`config.mk`:
```
export PLATFORM = sky130hd
export DESIGN_NAME = fetch_stage
export DESIGN_NICKNAME = d
export VERILOG_FILES = /design/src/rtl/cpu_pkg.sv /design/src/rtl/ifid_reg.sv /design/src/rtl/fetch_stage.sv
export SDC_FILE = /design/constraint.sdc
export NUM_CORES = 1
export LEC_CHECK = 0
export CAP_MARGIN = 20
export CORE_MARGIN = 2
export CORE_UTILIZATION = 45
export DETAILED_ROUTE_END_ITERATION = 8
export GPL_TIMING_DRIVEN = 1
export PLACE_DENSITY_LB_ADDON = 0.3
export SETUP_SLACK_MARGIN = 0.2
export SLEW_MARGIN = 10
export SYNTH_ARGS = -nofsm -noshare
export SYNTH_HDL_FRONTEND = slang
export SYNTH_HIERARCHICAL = 1
export SYNTH_SLANG_ARGS = --single-unit
```
`constraint.sdc`:
```
create_clock -name CLK -period 3 [get_ports CLK]
set_clock_uncertainty 0.15 [all_clocks]
set_input_delay 0.3 -clock CLK [delete_from_list [all_inputs] [get_ports CLK]]
set_output_delay 0.3 -clock CLK [all_outputs]
set_load 0.01 [all_outputs]
```
`src/rtl/cpu_pkg.sv`:
```
// Shared CPU definitions: address and instruction widths, reset PC and the fetch FSM state encoding.
package cpu_pkg;

  localparam int          ADDR_W   = 64;
  localparam int          INSTR_W  = 32;
  localparam logic [63:0] RESET_PC = 64'h0;

  typedef enum logic [1:0] {
    FETCH_REQ   = 2'd0,
    FETCH_WAIT  = 2'd1,
    FETCH_HOLD  = 2'd2,
    FETCH_DRAIN = 2'd3
  } fetch_state_t;

endpackage

```
`src/rtl/ifid_reg.sv`:
```
// IF/ID pipeline register: holds one fetched {PC, instruction} pair with load, clear and transfer control.
module ifid_reg
  import cpu_pkg::*;
#(
  parameter int ADDR_W = cpu_pkg::ADDR_W
) (
  input  logic               clk,
  input  logic               rst_n,
  input  logic               load,
  input  logic               clear,
  input  logic               xfer,
  input  logic [ADDR_W-1:0]  pc_in,
  input  logic [INSTR_W-1:0] instr_in,
  output logic               valid,
  output logic [ADDR_W-1:0]  pc,
  output logic [INSTR_W-1:0] instr
);

  // Clear beats load, and a load in the same cycle as a transfer keeps the register full.
  always_ff @(posedge clk or negedge rst_n) begin
    if (!rst_n) begin
      valid <= 1'b0;
      pc    <= '0;
      instr <= '0;
    end else if (clear) begin
      valid <= 1'b0;
    end else if (load) begin
      valid <= 1'b1;
      pc    <= pc_in;
      instr <= instr_in;
    end else if (xfer) begin
      valid <= 1'b0;
    end
  end

endmodule

```
`src/rtl/fetch_stage.sv`:
```
// Instruction fetch stage: one outstanding memory request, skid buffer for a stalled decode, flush redirect.
module fetch_stage
  import cpu_pkg::*;
#(
  parameter logic [63:0] RESET_PC = cpu_pkg::RESET_PC,
  parameter int          ADDR_W   = cpu_pkg::ADDR_W
) (
  input  logic               CLK,
  input  logic               resetl,
  input  logic [ADDR_W-1:0]  NextPC,
  input  logic               Flush,
  output logic [ADDR_W-1:0]  CurrentPC,
  output logic               imem_req_valid,
  input  logic               imem_req_ready,
  output logic [ADDR_W-1:0]  imem_addr,
  input  logic               imem_rsp_valid,
  input  logic [INSTR_W-1:0] imem_rsp_data,
  output logic               IFID_valid,
  input  logic               IFID_ready,
  output logic [ADDR_W-1:0]  IFID_PC,
  output logic [INSTR_W-1:0] IFID_Instr
);

  fetch_state_t       state, state_nxt;
  logic [ADDR_W-1:0]  pc, pc_nxt;
  logic [INSTR_W-1:0] skid, skid_nxt;
  logic               ifid_load, ifid_from_skid;
  logic               ifid_free, ifid_xfer;
  logic [INSTR_W-1:0] ifid_instr_in;

  assign ifid_xfer      = IFID_valid && IFID_ready;
  assign ifid_free      = !IFID_valid || IFID_ready;
  assign ifid_instr_in  = ifid_from_skid ? skid : imem_rsp_data;

  // Gating with resetl keeps the request low while reset is held even though state already reads REQ.
  assign imem_req_valid = resetl && (state == FETCH_REQ);
  assign imem_addr      = pc;
  assign CurrentPC      = pc;

  always_comb begin
    state_nxt      = state;
    pc_nxt         = pc;
    skid_nxt       = skid;
    ifid_load      = 1'b0;
    ifid_from_skid = 1'b0;
    if (Flush) begin
      // A request accepted this cycle, or one still waiting, leaves a response that must be drained.
      pc_nxt   = NextPC;
      skid_nxt = '0;
      unique case (state)
        FETCH_REQ:   state_nxt = imem_req_ready ? FETCH_DRAIN : FETCH_REQ;
        FETCH_WAIT:  state_nxt = imem_rsp_valid ? FETCH_REQ : FETCH_DRAIN;
        FETCH_HOLD:  state_nxt = FETCH_REQ;
        FETCH_DRAIN: state_nxt = imem_rsp_valid ? FETCH_REQ : FETCH_DRAIN;
        default:     state_nxt = FETCH_REQ;
      endcase
    end else begin
      unique case (state)
        FETCH_REQ: begin
          if (imem_req_ready) state_nxt = FETCH_WAIT;
        end
        FETCH_WAIT: begin
          if (imem_rsp_valid && ifid_free) begin
            ifid_load = 1'b1;
            pc_nxt    = NextPC;
            state_nxt = FETCH_REQ;
          end else if (imem_rsp_valid) begin
            skid_nxt  = imem_rsp_data;
            state_nxt = FETCH_HOLD;
          end
        end
        FETCH_HOLD: begin
          if (ifid_free) begin
            ifid_load      = 1'b1;
            ifid_from_skid = 1'b1;
            pc_nxt         = NextPC;
            state_nxt      = FETCH_REQ;
          end
        end
        FETCH_DRAIN: begin
          if (imem_rsp_valid) state_nxt = FETCH_REQ;
        end
        default: state_nxt = FETCH_REQ;
      endcase
    end
  end

  always_ff @(posedge CLK or negedge resetl) begin
    if (!resetl) begin
      state <= FETCH_REQ;
      pc    <= RESET_PC[ADDR_W-1:0];
      skid  <= '0;
    end else begin
      state <= state_nxt;
      pc    <= pc_nxt;
      skid  <= skid_nxt;
    end
  end

  ifid_reg #(
    .ADDR_W (ADDR_W)
  ) u_ifid (
    .clk      (CLK),
    .rst_n    (resetl),
    .load     (ifid_load),
    .clear    (Flush),
    .xfer     (ifid_xfer),
    .pc_in    (pc),
    .instr_in (ifid_instr_in),
    .valid    (IFID_valid),
    .pc       (IFID_PC),
    .instr    (IFID_Instr)
  );

endmodule

```
# Word-level counts from Yosys, hierarchy flattened

Cells that the tools add are included.
W data, S select, Z words.

Add/sub/neg operators: 0
Multipliers: 0
Divide/modulo/power cells: 0
$lt $le $gt $ge: 0
Eq/ne operators: 9
Shifts and indexed selects: 0
Mux-type cells: 28
Bitwise operators: 1
Reductions and logical operators: 15

Operators with widths:

| operator             | number |
|---|---|
| $mux W64             | 3 |
| $mux W32             | 5 |
| $pmux W64 S2         | 1 |
| $mux W2              | 8 |
| $ne A3 B3 Y1 const B | 4 |
| $mux W1              | 8 |
| $pmux W2 S4          | 1 |
| $pmux W2 S3          | 1 |
| $reduce_and A3 Y1    | 2 |
| $reduce_bool A3 Y1   | 2 |
| $eq A2 B2 Y1 const B | 2 |
| $ne A4 B4 Y1 const B | 1 |
| $reduce_and A4 Y1    | 1 |
| $reduce_bool A2 Y1   | 2 |
| $logic_and A1 B1 Y1  | 3 |
| $eq A2 B1 Y1 const B | 1 |
| $logic_not A2 Y1     | 1 |
| $ne A2 B2 Y1 const B | 1 |
| $pmux W1 S2          | 1 |
| $reduce_and A2 Y1    | 1 |
| $reduce_or A2 Y1     | 1 |
| $logic_not A1 Y1     | 1 |
| $logic_or A1 B1 Y1   | 1 |
| $not A1 Y1           | 1 |

Register bits: 195
Bits in latches: 0
Memory bits (writable): 0
ROM bits: 0
Bits of input ports: 102
Output and inout port bits: 226
Logic and storage cells: 59
Memories: 0

# Logic depth before layout (Yosys ltp)

Depth in word-level cells: 8
Mapped depth: 9
Mapped depth without buffers: 6

# Hierarchy

Netlist, hierarchy kept.

By module, submodules not included:

| module      | times used | cells an instance | area an instance (um^2) | seq. area each (um^2) |
|---|---|---|---|---|
| fetch_stage | 1          | 343               | 4939.7                  | 2452.4 |
| ifid_reg    | 1          | 208               | 3811.2                  | 2427.3 |

# Worst setup path before layout

Ideal clock, no wire load.

Path kind: register to register
Start point: register state[1]
End point: register u_ifid.pc[19]
Setup time: 125 ps
Data arrival time: 1907 ps
Data required time: 2725 ps
Path slack: 818 ps
Stages on the path, launching flop included: 10
Path buffers: 3
Period minus slack after synthesis: 2182 ps
Cells stage by stage: dfrtp_1 inv_1 ha_1 a21oi_1 nor4b_1 nor2b_1 buf_6 buf_8 buf_12 mux2_4

Word-level cells in the longest chain between the ends: 4
Elaborated cells on any way between the ends: 5
Those cells by class: 2 x eq/ne; 2 x mux; 1 x reduce/logical

RTL lines:

| what                                                | line              | text |
|---|---|---|
| start: declaration                                  | fetch_stage.sv:24 | `fetch_state_t state, state_nxt;` |
| start signal: assignment                            | fetch_stage.sv:94 | `state <= state_nxt;` |
| $eq A2 B2 Y1 / $eq A2 B1 Y1 (equally long branches) | fetch_stage.sv:58 | `unique case (state)` |
| $pmux W1 S2 *                                       | fetch_stage.sv:58 |  |
| $mux W1 *                                           | fetch_stage.sv:46 | `if (Flush) begin` |
| named net ifid_load                                 | fetch_stage.sv:27 | `logic ifid_load, ifid_from_skid;` |
| $reduce_and A2 Y1 (no line) *                       | n/a               |  |
| end signal: assignment                              | ifid_reg.sv:29    | `pc <= pc_in;` |
| end: declaration                                    | ifid_reg.sv:15    | `output logic [ADDR_W-1:0] pc,` |

The timed path passes the listed nets; every way through them passes the cells marked *.
A chain may end at the register's enable or synchronous reset.

# Worst setup path in the final report

Start point: register state[0]
End point: register u_ifid.pc[63]

Same word-level chain as after synthesis.

==> results.json <==
{
  "rsz0062_at_grt": "false",
  "crit_fanout": 48,
  "async_flop_share_pct": 100,
  "cts_buffers": 17,
  "max_stage_delay_ns": 0.45,
  "die_w_um": 143,
  "postRouteAntennaNets": 0,
  "tns_ns": 0,
  "finalCritPeriodShare_pct": 85.8,
  "seq_power_share_pct": 36.2,
  "worstPathArrival_ns": 2.73,
  "synthXorXnorAreaFrac_pct": 0,
  "pwr-share-clk_pct": 19.3,
  "syn-num-nets": 659,
  "power_frac_comb_pct": 44.5,
  "synth_cell_types": 32,
  "worst_pin_slew_ns": 0.943,
  "status": "completed",
  "synth-edff-count": 0,
  "drt-initial-drc-count": 193,
  "crit_buf_inv": 2,
  "drv_cap": 0,
  "drv_slew": 0,
  "grt_pass1_wl_um": 31700,
  "crit_family": "simple AND/OR/NAND/NOR gates",
  "vdd.ir_drop.worst_uv": 466,
  "p_sw_mw": 3.55,
  "cp-end-kind": "register",
  "antenna_found_initial": 1,
  "p_int_mw": 8.19,
  "synth_seq_area_share_pct": 55.8,
  "r2r_slack_ns": 0.43,
  "path_clk_slew_ns": 0.07,
  "cp-start-kind": "register",
  "syn_avg_cell_area_sq_um": 15.9,
  "crit_slowest_cell": "dfrtp_1",
  "reg2reg_depth": 7,
  "criticalPathCategory": "register to register",
  "dieArea_sq_mm": 0.0206,
  "hold_violations": 0,
  "wl_per_cell_um": 18.6,
  "setup_viol": 0,
  "synth_compound_area_share_pct": 4.35,
  "finalWeightedCongestion": 0.780,
  "max_freq_mhz": 389,
  "r2r_start": "state[0]$_DFFE_PN0P_",
  "cts_root_buf": "clkbuf_16",
  "port-buffer-count": 327,
  "synth-main-ff-cell": "dfrtp_1",
  "area_growth_pct": 41.4,
  "synth_top_cell_by_area": "dfrtp_1",
  "synthesis.area_sq_mm": 0.00875,
  "initial_core_util_pct": 45.4,
  "yosysTopAreaCellShare_pct": 55.8,
  "grt_max_degree": 77,
  "antenna_cells": 0,
  "wirelength_um": 20400,
  "nNetsFinal": 928,
  "core-area_sq_mm": 0.0193,
  "yosys.area_share.simple_pct": 1.02,
  "cts_buffer_depth": 2,
  "pin_count": 328,
  "p_leak_nw": 5.39,
  "swShare_pct": 30.2,
  "dr.pass1.iters": 4,
  "clk_latency_ns": 0.42,
  "drive_above_1_share_pct": 29.2,
  "synth_top_family_by_area": "multiplexers",
  "fp.dieH_um": 143,
  "synthAdderAreaFrac_pct": 0.858,
  "r2r-end": "u_ifid/pc[63]$_DFFE_PN0P_",
  "cp.required_ns": 3.15,
  "cts.sinks": 195,
  "grt_pass1_vias": 5691,
  "worstPathCellList": "inv_1 > ha_1 > a21oi_1 > nor4b_1 > nor2b_4 > buf_12 > mux2_2",
  "slew_headroom_pct": 37.2,
  "via_count": 5420,
  "power_density_mw_per_mm2": 949,
  "drc": 0,
  "power.total_mw": 11.7,
  "netlist_instances": 551,
  "yosysWarnings": 6,
  "synthMuxAreaShare_pct": 29.2,
  "synth-seq-cells": 195,
  "h-tree-depth": 4,
  "cts_setup_buffers": 0,
  "synthTopCellsByArea": "dfrtp_1 (56%), mux2_4 (17%), mux2_2 (12%), buf_4 (5.5%), a22o_1 (3.2%)",
  "holdCritPathClass": "primary input to async pin",
  "vias_per_cell": 4.94,
  "num_rows": 51,
  "fin_crit_ns": 2.57,
  "grt_use_total_pct": 19.8,
  "grt-ovfl-total": 0,
  "tritoncts": "built",
  "dpl.hpwl_um": 14700
}
## what timing repair did
| action | CTS | global route |
|---|---|---|
| gates resized for setup | 0 | 0 |
| endpoints found under the hold margin | 47 | 0 |
| hold buffers | 1 | 0 |
## worst reg2reg max path, cell delays in order (launching register included)
cell and delay, ns:
dfrtp_1 0.45, inv_1 0.15, ha_1 0.25, a21oi_1 0.06, nor4b_1 0.36, nor2b_4 0.29
buf_12 0.32, mux2_2 0.43
## synth_stat cells (2+ instances only)
master      n
buf_2      12
a21oi_1     4
inv_1       6
a31oi_1     2
a22o_1     32
ha_1        6
buf_8       7
nand2b_1    3
mux2_2     91
mux2_4    101
buf_12      4
buf_4      64
clkbuf_1    4
dfrtp_1   195
and2_1      2
nor2b_1     2
## power groups by stage
stage	logic [mW]	clock network, mW	registers [mW]
floorplan	2.39	0	4.57
global placement	5.17	0	4.24
detailed placement	5.25	0	4.29
CTS	5.28	2.33	4.26
global route	5.53	2.45	4.39
finish	5.22	2.27	4.25
## routing by layer
| layer | share of wire [%] | up-vias | global-route usage (%) |
|---|---|---|---|
| li1 | - | 2423 | - |
| met1 | 40 | 2766 | 25.1 |
| met2 | 51 | 210 | 32.9 |
| met3 | 7.8 | 21 | 6.00 |
| met4 | 1.5 | 0 | 6.09 |
| met5 | 0 | - | 0 |
## cell usage in the layout (no fill, tap or decap), types with 2 or more instances in the layout
master             n
clkdlybuf4s50_1  326
dfrtp_1          195
mux2_4           101
mux2_2            91
a22o_1            32
clkbuf_16         17
buf_4             11
inv_1              6
ha_1               6
a21oi_1            4
nand2b_1           3
clkinv_4           3
inv_6              3
buf_12             3
and2_1             2
clkbuf_8           2
bufinv_16          2
clkinv_2           2
clkinvlp_4         2
## worst max path at each step
| stage | startpoint | cells past startpoint | slack [ns] | to |
|---|---|---|---|---|
| after floorplan | state[1]$_DFFE_PN0P_ | 9 | 0.82 | u_ifid/pc[19]$_DFFE_PN0P_ |
| after global placement | imem_rsp_valid | 6 | 0.42 | u_ifid/pc[63]$_DFFE_PN0P_ |
| after detailed placement | imem_rsp_valid | 6 | 0.33 | u_ifid/instr[17]$_DFFE_PN0P_ |
| after CTS | state[0]$_DFFE_PN0P_ | 7 | 0.42 | u_ifid/instr[17]$_DFFE_PN0P_ |
| after global routing | state[1]$_DFFE_PN0P_ | 7 | 0.31 | u_ifid/instr[17]$_DFFE_PN0P_ |
| final | state[0]$_DFFE_PN0P_ | 7 | 0.43 | u_ifid/pc[63]$_DFFE_PN0P_ |
## flip-flops by register name, indices dropped and copies added (netlist names)
| register | cells |
|---|---|
| CurrentPC | 64 |
| skid | 32 |
| state | 2 |
| u_ifid/instr | 32 |
| u_ifid/pc | 64 |
| u_ifid/valid | 1 |
## cell type report
type                    instances  area, sq um
inverters                       6         22.5
flip-flops and latches        195         4880
fillers                      1445         6900
repair buffers                342         3430
clock buffers                  19          443
clock inverters                13          149
well taps                     265          332
multi-input cells             258         3120
## kinds of logic after synthesis
family,after synthesis
flops,195
fa+ha+maj,6
simple gates,14
mux,193
compound gates,45
buf+inv,98
## per-stage QoR
step           utilization [%]  hold slack (ns)  setup slack [ns]  cells  area [sq um]
2_1_floorplan                -           -0.146             0.818    551          8750
3_3_place_gp              61.1            0.115             0.419   1065         11800
3_5_place_dp              61.1            0.122             0.331   1065         11800
4_1_cts                   64.2            0.230             0.423   1098         12400
5_1_grt                   64.2            0.261             0.310   1098         12400
6_report                  64.2            0.248             0.426   1098         12400
No activity file was read; power rests on OpenSTA's default activity.
